`config.mk`:
```
export PLATFORM = sky130hd
export DESIGN_NAME = shot_scorer
export DESIGN_NICKNAME = d
export VERILOG_FILES = /design/src/rtl/shot_scorer.sv
export SDC_FILE = /design/constraint.sdc
export NUM_CORES = 1
export LEC_CHECK = 0
export ABC_CLOCK_PERIOD_IN_PS = 5800
export CAP_MARGIN = 10
export CORE_ASPECT_RATIO = 1.2
export CORE_MARGIN = 2
export CORE_UTILIZATION = 52
export DETAILED_ROUTE_END_ITERATION = 12
export PLACE_DENSITY = 0.78
export SYNTH_ARGS = -nofsm -noshare
export SYNTH_HDL_FRONTEND = slang
export SYNTH_SLANG_ARGS = --single-unit
```
`constraint.sdc`:
```
create_clock -name CLK100MHZ -period 5.8 [get_ports CLK100MHZ]
set_input_delay 0.58 -clock CLK100MHZ [delete_from_list [all_inputs] [get_ports CLK100MHZ]]
set_output_delay 0.58 -clock CLK100MHZ [all_outputs]
set_load 0.005 [all_outputs]
```
`src/rtl/shot_scorer.sv`:
```
`default_nettype none
// ============================================================================
// Module   : shot_scorer
// Purpose  : Samples the ball position once per frame and decides whether each
//            shot is a MAKE or a MISS. A make is a downward crossing of the rim
//            plane inside the hoop window. Keeps a saturating 2-digit BCD score
//            and emits one-cycle result pulses for the display and SFX logic.
// Ports    : CLK100MHZ   in   1   system clock
//            rst_n       in   1   async active-low reset
//            frame_tick  in   1   one pulse per frame, position sample strobe
//            ball_x      in  10   ball centre x
//            ball_y      in  10   ball centre y (grows downward)
//            shot_start  in   1   pulse, shot launched
//            shot_abort  in   1   level, shot clock expired / manual reset
//            clear_score in   1   pulse, zero the score
//            score_bcd   out  8   {tens,ones} BCD score
//            make_pulse  out  1   one cycle on a made shot
//            miss_pulse  out  1   one cycle on a missed or aborted shot
//            in_flight   out  1   high while a shot is being tracked
//            last_pts    out  2   points of the last make, 0 after a miss
// Revision : 1.0  initial release
// ============================================================================
module shot_scorer #(
    parameter logic [9:0] RIM_Y       = 10'd180,
    parameter logic [9:0] HOOP_X_MIN  = 10'd540,
    parameter logic [9:0] HOOP_X_MAX  = 10'd580,
    parameter logic [9:0] FLOOR_Y     = 10'd470,
    parameter logic [9:0] SCREEN_W    = 10'd640,
    parameter logic [9:0] THREE_PT_X  = 10'd200,
    parameter logic [8:0] MAX_FRAMES  = 9'd300,
    parameter logic [6:0] HOLD_FRAMES = 7'd60
) (
    input  logic       CLK100MHZ,
    input  logic       rst_n,
    input  logic       frame_tick,
    input  logic [9:0] ball_x,
    input  logic [9:0] ball_y,
    input  logic       shot_start,
    input  logic       shot_abort,
    input  logic       clear_score,
    output logic [7:0] score_bcd,
    output logic       make_pulse,
    output logic       miss_pulse,
    output logic       in_flight,
    output logic [1:0] last_pts
);

    localparam logic [2:0] S_IDLE   = 3'd0;
    localparam logic [2:0] S_TRACK  = 3'd1;
    localparam logic [2:0] S_MAKE   = 3'd2;
    localparam logic [2:0] S_MISS   = 3'd3;
    localparam logic [2:0] S_RESULT = 3'd4;

    logic [2:0] state;
    logic [2:0] next_state;
    logic [1:0] pts;
    logic [9:0] prev_y;
    logic [8:0] frame_cnt;
    logic [6:0] hold_cnt;

    logic       hit_make;
    logic       hit_miss;
    logic       make_d;
    logic       miss_d;
    logic       flight_d;

    logic [4:0] ones_sum;
    logic [4:0] ones_adj;
    logic       carry;
    logic [7:0] score_sum;

    // Only a top-to-bottom crossing counts; prev_y holds the last sample.
    assign hit_make = (prev_y < RIM_Y) && (ball_y >= RIM_Y) &&
                      (ball_x >= HOOP_X_MIN) && (ball_x <= HOOP_X_MAX);
    assign hit_miss = (ball_y >= FLOOR_Y) || (ball_x >= SCREEN_W) ||
                      (frame_cnt == MAX_FRAMES - 9'd1);

    // State register
    always_ff @(posedge CLK100MHZ or negedge rst_n) begin
        if (!rst_n) begin
            state <= S_IDLE;
        end else begin
            state <= next_state;
        end
    end

    // Next-state logic
    always_comb begin
        next_state = state;
        case (state)
            S_IDLE: begin
                if (shot_start && !shot_abort) next_state = S_TRACK;
            end
            S_TRACK: begin
                // Abort is honoured on any cycle, ahead of the frame checks.
                if (shot_abort) begin
                    next_state = S_MISS;
                end else if (frame_tick) begin
                    if (hit_make)      next_state = S_MAKE;
                    else if (hit_miss) next_state = S_MISS;
                end
            end
            S_MAKE, S_MISS: begin
                next_state = S_RESULT;
            end
            S_RESULT: begin
                if (shot_abort) begin
                    next_state = S_IDLE;
                end else if (frame_tick && (hold_cnt == HOLD_FRAMES - 7'd1)) begin
                    next_state = S_IDLE;
                end
            end
            default: next_state = S_IDLE;
        endcase
    end

    // Output decode of the upcoming state, registered below so the pulses
    // land in the MAKE/MISS cycle and in_flight tracks TRACK glitch-free.
    always_comb begin
        make_d   = (next_state == S_MAKE);
        miss_d   = (next_state == S_MISS);
        flight_d = (next_state == S_TRACK);
    end

    always_ff @(posedge CLK100MHZ or negedge rst_n) begin
        if (!rst_n) begin
            make_pulse <= 1'b0;
            miss_pulse <= 1'b0;
            in_flight  <= 1'b0;
        end else begin
            make_pulse <= make_d;
            miss_pulse <= miss_d;
            in_flight  <= flight_d;
        end
    end

    // BCD add of pts with saturation at 99.
    always_comb begin
        ones_sum = {1'b0, score_bcd[3:0]} + {3'b000, pts};
        ones_adj = ones_sum - 5'd10;
        carry    = (ones_sum > 5'd9);
        if (carry && (score_bcd[7:4] == 4'd9)) begin
            score_sum = 8'h99;
        end else if (carry) begin
            score_sum = {score_bcd[7:4] + 4'd1, ones_adj[3:0]};
        end else begin
            score_sum = {score_bcd[7:4], ones_sum[3:0]};
        end
    end

    // Shot datapath and score. The score moves on the same edge that enters
    // MAKE, so it changes together with make_pulse and a clear in the deciding
    // cycle overrides the add.
    always_ff @(posedge CLK100MHZ or negedge rst_n) begin
        if (!rst_n) begin
            pts       <= 2'd0;
            prev_y    <= 10'd0;
            frame_cnt <= 9'd0;
            hold_cnt  <= 7'd0;
            score_bcd <= 8'h00;
            last_pts  <= 2'd0;
        end else begin
            if ((state == S_IDLE) && (next_state == S_TRACK)) begin
                pts       <= (ball_x < THREE_PT_X) ? 2'd3 : 2'd2;
                prev_y    <= ball_y;
                frame_cnt <= 9'd0;
            end else if ((state == S_TRACK) && (next_state == S_TRACK) && frame_tick) begin
                prev_y    <= ball_y;
                frame_cnt <= frame_cnt + 9'd1;
            end

            if ((state == S_MAKE) || (state == S_MISS)) begin
                hold_cnt <= 7'd0;
            end else if ((state == S_RESULT) && frame_tick) begin
                hold_cnt <= hold_cnt + 7'd1;
            end

            if (state == S_TRACK) begin
                if (next_state == S_MAKE)      last_pts <= pts;
                else if (next_state == S_MISS) last_pts <= 2'd0;
            end

            if (clear_score) begin
                score_bcd <= 8'h00;
            end else if ((state == S_TRACK) && (next_state == S_MAKE)) begin
                score_bcd <= score_sum;
            end
        end
    end

endmodule
`default_nettype wire
```
==> flow_summary.json, run 1 <==
{
  "worstSetupStartpoint": "score_bcd[0]",
  "rows": 26,
  "rsz0062_at_grt": "no",
  "reg2reg_to": "score_bcd[7]",
  "status": "finished clean",
  "die_height_um": 78.1,
  "worstSetupPathType": "flop to flop",
  "synth-warning-count": 0,
  "cp_cell_sequence": "ha_1 > fa_1 > xnor2_1 > ha_1 > a21boi_0 > o31ai_4 > nand3_1 > mux2_2",
  "r2r_cells": 8,
  "ys_seq_area_frac": 0.442,
  "cts_resized": 0,
  "clock_path_buffers": 2,
  "layout_common_cells": "42 x dfrtp_1, 36 x clkdlybuf4s50_1, 19 x nand3_1",
  "crit_path_max_fanout": 10,
  "viasPerCell": 5.92,
  "antenna_found_initial": 0,
  "drt_iter0_drc": 98,
  "yosys.area.top_type": "dfrtp_1",
  "critPathLaunchType": "flop",
  "worstSetupEndpointType": "flop",
  "final_common_cell": "dfrtp_1",
  "ant_nets": 0,
  "ys_top_cells_by_area": "dfrtp_1 44%, mux2_2 4.3%, ha_1 4.2%",
  "worstSetupEndpoint": "score_bcd[7]",
  "cp.depth": 8,
  "area_delta_synth_final_pct": 20.4,
  "tightest_slew_ns": 0.899,
  "clock-sinks": 42,
  "syn_avg_cell_area_um2": 10.5,
  "postCtsSetupBuffers": 0,
  "crit_buf_inv": 0,
  "final.setup_skew_ns": 0.00602,
  "synth_edf_count": 0,
  "ys_ff_latch": 42,
  "synthCells": 227,
  "yosysTopAreaCellShare": 0.442,
  "place_congestion": 0.775,
  "fin_crit_sh": 0.473,
  "core_mm2": 0.00433,
  "seqPwrFrac": 0.506,
  "rrSetupSlack_ns": 3.06,
  "cts_hold_buf": 0,
  "route.detailed.drc": 0,
  "ys_async_sr_fraction": 1.00,
  "drive_above_1_share": 0.106,
  "p_int_mw": 0.539,
  "diodes": 0,
  "path_delay_family": "adder cells",
  "start_util": 0.550,
  "drt_pass1_iterations": 4,
  "via_count": 1894,
  "worst_ep_arrival_time_ns": 2.93,
  "overflow": 0,
  "combPwrFrac": 0.240,
  "vdd_drop_max_mv": 0.192,
  "leakage_nw": 1.23,
  "syn-num-nets": 262,
  "die_x_um": 65.7,
  "fmax_mhz": 364,
  "hold_path.class": "input pin to asynchronous set/reset pin",
  "synthFlopType": "dfrtp_1",
  "clockPowerShare": 0.254,
  "cp_slowest_cell": "o31ai_4",
  "hpwl_mm": 3.49,
  "worst_path_most_repeated_cell": "ha_1",
  "final_cell_area_mm2": 0.00286,
  "die_area_mm2": 0.00513,
  "htree_levels": 2,
  "syn_area_mm2": 0.00238,
  "wl_mm": 4.79,
  "grt_pass1_vias": 1819,
  "report.final.hold_viol_count": 0,
  "ios": 39,
  "switching_share": 0.295,
  "clk_latency_ns": 0.29,
  "synthDistinctLibCells": 58,
  "min_period_ns": 2.74,
  "post_drt_wl_per_cell_um": 15.0,
  "timing.max_cap.violations": 0,
  "worstReg2RegStart": "score_bcd[0]",
  "cp_slowest_stage_delay_ns": 0.46,
  "tritoncts": "done",
  "fin_nets": 298,
  "grt_use_total": 0.203,
  "setup_tns_ns": 0,
  "io_buffers": 37,
  "place_area_mm2": 0.00277,
  "relSlewSlack": 0.400,
  "slew_viol_final": 0,
  "powerDensity_mw_per_mm2": 267,
  "grt_pass1_wl_mm": 8.25,
  "root_buffer": "clkbuf_8",
  "grt_max_degree": 43,
  "numCtsBuffers": 5,
  "switchingPower_mw": 0.226,
  "cp.required_ns": 5.98,
  "setup_violations": 0,
  "clkTransAtPathRegs_ns": 0.08
}
synth_stat cells, drive strengths merged, types with 2 or more instances:
library cell  number
nand2              7
nand4              5
nand2b             3
clkbuf             4
xnor2              3
xor2               4
a31o               2
or4                6
nor2b              8
and2               4
a211o              2
a21oi             12
o211a              2
buf                4
and3               6
a211oi             3
a21o               2
nand3             19
inv                4
o41ai              2
mux2i              4
nor2              18
ha                 8
o21ai              5
a22o               2
o31ai             10
dfrtp             42
nor3               3
mux2               9
worst register-to-register path, stage by stage (launching register included):
cell      delay, ns
dfrtp_1        0.41
ha_1           0.26
fa_1           0.45
xnor2_1        0.28
ha_1           0.19
a21boi_0       0.13
o31ai_4        0.46
nand3_1        0.16
mux2_2         0.30
through the flow:
stage	hold WS [ns]	setup WS [ns]	std cells	total power [mW]	utilization
2_1_floorplan	0.284	3.31	227	0.506	-
3_3_place_gp	0.485	2.87	312	0.567	0.640
3_5_place_dp	0.488	2.81	312	0.576	0.640
4_1_cts	0.456	3.04	320	0.772	0.662
5_1_grt	0.501	2.85	320	0.812	0.662
6_report	0.412	3.06	320	0.765	0.662
cells by family after synthesis:
| logic type | synth area share |
|---|---|
| adder cells (fa/ha/maj) | 0.0505 |
| AO/OA/AOI/OAI | 0.175 |
| XOR/XNOR | 0.0258 |
| AND/OR/NAND/NOR | 0.221 |
| flip-flops | 0.442 |
| multiplexers | 0.0594 |
| buffers and inverters | 0.0258 |
power groups by stage:
stage | clock [mW] | combinational [mW] | sequential (mW)
2_1_floorplan | 0 | 0.123 | 0.382
3_3_place_gp | 0 | 0.177 | 0.390
3_5_place_dp | 0 | 0.184 | 0.393
4_1_cts | 0.200 | 0.185 | 0.387
5_1_grt | 0.215 | 0.205 | 0.393
6_report | 0.194 | 0.183 | 0.387
routing by layer:
metal  global-route usage  up-vias  wire (um)
li1                     -      935          -
met1                0.280      910       2140
met2                0.324       45       2350
met3               0.0473        4        259
met4               0.0500        0         38
met5                    0        -          0
worst min-delay path by stage:
stage          slack [ns]  cells past startpoint            to       from
2_1_floorplan        0.28                      0  frame_cnt[0]      rst_n
3_3_place_gp         0.49                      1     prev_y[8]  prev_y[8]
3_5_place_dp         0.49                      1     prev_y[6]  prev_y[6]
4_1_cts              0.46                      1   hold_cnt[3]      rst_n
5_1_grt              0.50                      1   hold_cnt[3]      rst_n
6_report             0.41                      1   hold_cnt[3]      rst_n
cell type report:
class,count,area (um^2)
inverters,4,15.0
well taps,56,70.1
clock buffers,6,82.6
repair buffers,37,365
fillers,349,1460
flip-flops and latches,42,1050
multi-input cells,173,1270
clock inverters,2,12.5
flip-flops by register name (all words and copies together) (netlist names):
register,flops
prev_y,8
hold_cnt,7
last_pts,2
pts,2
frame_cnt,9
state,3
make_pulse,1
miss_pulse,1
in_flight,1
score_bcd,8
(Power assumes the default switching activity.)
==> run 2: changes to the inputs <==
--- a/config.mk
+++ b/config.mk
@@ -5,7 +5,7 @@
 export SDC_FILE = /design/constraint.sdc
 export NUM_CORES = 1
 export LEC_CHECK = 0
-export ABC_CLOCK_PERIOD_IN_PS = 5800
+export ABC_CLOCK_PERIOD_IN_PS = 2730
 export CAP_MARGIN = 10
 export CORE_ASPECT_RATIO = 1.2
 export CORE_MARGIN = 2
==> constraint.sdc (replaced) <==
create_clock -name CLK100MHZ -period 2.73 [get_ports CLK100MHZ]
set_input_delay 0.273 -clock CLK100MHZ [delete_from_list [all_inputs] [get_ports CLK100MHZ]]
set_output_delay 0.273 -clock CLK100MHZ [all_outputs]
set_load 0.005 [all_outputs]
==> flow_summary.json, run 2 (synthesis gave the netlist of run 1 again) <==
{
  "die_area_mm2": 0.00513,
  "top_regs": "frame_cnt: 9 flops, prev_y: 8 flops, score_bcd: 8 flops",
  "overflow": 0,
  "root_buffer": "clkbuf_8",
  "hpwl_mm": 3.46,
  "io_buffers": 37,
  "core_mm2": 0.00433,
  "grt_use_total": 0.211,
  "ant_nets": 0,
  "antenna_found_initial": 0,
  "crit_buf_inv": 1,
  "post_drt_wl_per_cell_um": 14.8,
  "fmax_mhz": 383,
  "grt.busiest_layer": "met2",
  "rrSetupSlack_ns": 0.12,
  "fin_crit_sh": 0.956,
  "relSlewSlack": 0.385,
  "timing.max_cap.violations": 0,
  "grt_pass1_wl_mm": 8.40,
  "worstSetupEndpointType": "flop",
  "diodes": 0,
  "drt_iter0_drc": 86,
  "clock-sinks": 42,
  "worstReg2RegStart": "score_bcd[0]",
  "worst_ep_arrival_time_ns": 2.80,
  "critPathLaunchType": "flop",
  "largest_register_ffs": 9,
  "tritoncts": "done",
  "start_util": 0.550,
  "die_height_um": 78.1,
  "final_cell_area_mm2": 0.00294,
  "slew_viol_final": 0,
  "cp_slowest_stage_delay_ns": 0.45,
  "grt_util_met3": 0.0473,
  "reg2reg_to": "score_bcd[7]",
  "hold_path.class": "input pin to asynchronous set/reset pin",
  "layoutNonFillerInstCount": 328,
  "grt_pass1_vias": 1846,
  "fin_nets": 306,
  "path_delay_family": "adder cells",
  "layout_common_cells": "42 x dfrtp_1, 36 x clkdlybuf4s50_1, 19 x nand3_1",
  "area_delta_synth_final_pct": 23.7,
  "die_x_um": 65.7,
  "clock_path_buffers": 2,
  "setup_violations": 0,
  "min_period_ns": 2.61,
  "powerDensity_mw_per_mm2": 557,
  "route.detailed.drc": 0,
  "rsz0062_at_grt": "no",
  "clk_latency_ns": 0.30,
  "report.final.hold_viol_count": 0,
  "clkTransAtPathRegs_ns": 0.08,
  "drive_above_1_share": 0.136,
  "dp_cells": 319,
  "setup_tns_ns": 0,
  "wl_mm": 4.84,
  "worstSetupPathType": "flop to flop",
  "met2_usage": 0.339,
  "status": "finished clean",
  "r2r_cells": 9,
  "regMostFlops": "frame_cnt",
  "drt_pass1_iterations": 4,
  "worst_path_most_repeated_cell": "ha_1",
  "cts_hold_buf": 0,
  "viasPerCell": 5.85,
  "htree_levels": 2,
  "cp_slowest_cell": "fa_1",
  "final_common_cell": "dfrtp_1",
  "crit_path_max_fanout": 10,
  "rows": 26,
  "leakage_nw": 1.27,
  "final.setup_skew_ns": 0.00789,
  "tightest_slew_ns": 0.922,
  "met1_usage": 0.275,
  "numCtsBuffers": 5,
  "grt_max_degree": 43,
  "vdd_drop_max_mv": 0.413,
  "via_count": 1918,
  "cp_cell_sequence": "ha_1 > fa_1 > xnor2_2 > ha_1 > a21boi_1 > o31ai_4 > buf_12 > nand3_1 > mux2_2",
  "ios": 39,
  "place_area_mm2": 0.00282,
  "place_congestion": 0.827,
  "cp.required_ns": 2.92
}
## run 2: layout make-up
type,instances,area [um^2]
timing repair buffer,45,438
inverter,4,15.0
clock inverter,2,12.5
multi-input combinational,173,1270
clock buffer,6,82.6
tap,56,70.1
fill,353,1380
sequential,42,1050
## run 2: worst register-to-register path: cells and delay by family, from the launching register on
kind,cells,cell delay (ns)
AOI/OAI and AO/OA,2,0.37
xor gates and xnor gates,1,0.24
adders and majority gates,3,0.92
buffers and inverters,1,0.15
DFF,1,0.41
muxes,1,0.33
and+or+nand+nor,1,0.09
## run 2: how the worst max path moves through the flow
| stage | slack, ns | end | start | cells past startpoint |
|---|---|---|---|---|
| 2_1_floorplan | 0.23 | score_bcd[7] | score_bcd[0] | 8 |
| 3_3_place_gp | 0.12 | score_bcd[7] | score_bcd[0] | 8 |
| 3_5_place_dp | 0.09 | score_bcd[7] | score_bcd[0] | 8 |
| 4_1_cts | 0.04 | score_bcd[7] | score_bcd[0] | 8 |
| 5_1_grt | 0.006 | score_bcd[5] | score_bcd[0] | 9 |
| 6_report | 0.12 | score_bcd[7] | score_bcd[0] | 9 |
## run 2: power by group
group,internal [mW],total [mW],switching [mW]
Clock,0.203,0.423,0.220
Combinational,0.215,0.395,0.180
Sequential,0.736,0.820,0.0847
Total,1.15,1.64,0.484
## run 2: repair_timing
| action | CTS | global route |
|---|---|---|
| setup buffers | 0 | 1 |
| pin swaps | 0 | 1 |
| setup endpoints to repair | 1 | 4 |
| resized for setup | 1 | 1 |
## run 2: through the flow
stage	setup slack, ns	hold WS, ns	util	total power, mW
after CTS	0.0427	0.137	0.674	1.65
after global placement	0.116	0.468	0.652	1.22
final	0.119	0.103	0.680	1.64
after global routing	0.00624	0.186	0.680	1.75
after detailed placement	0.0851	0.464	0.652	1.23
after floorplan	0.235	-0.0226	-	1.07
## run 2: layer usage
metal / part of all wire / routed length (um)
met1: 0.46 / 2210
met2: 0.48 / 2350
met3: 0.043 / 209
met4: 0.017 / 82
met5: 0 / 0
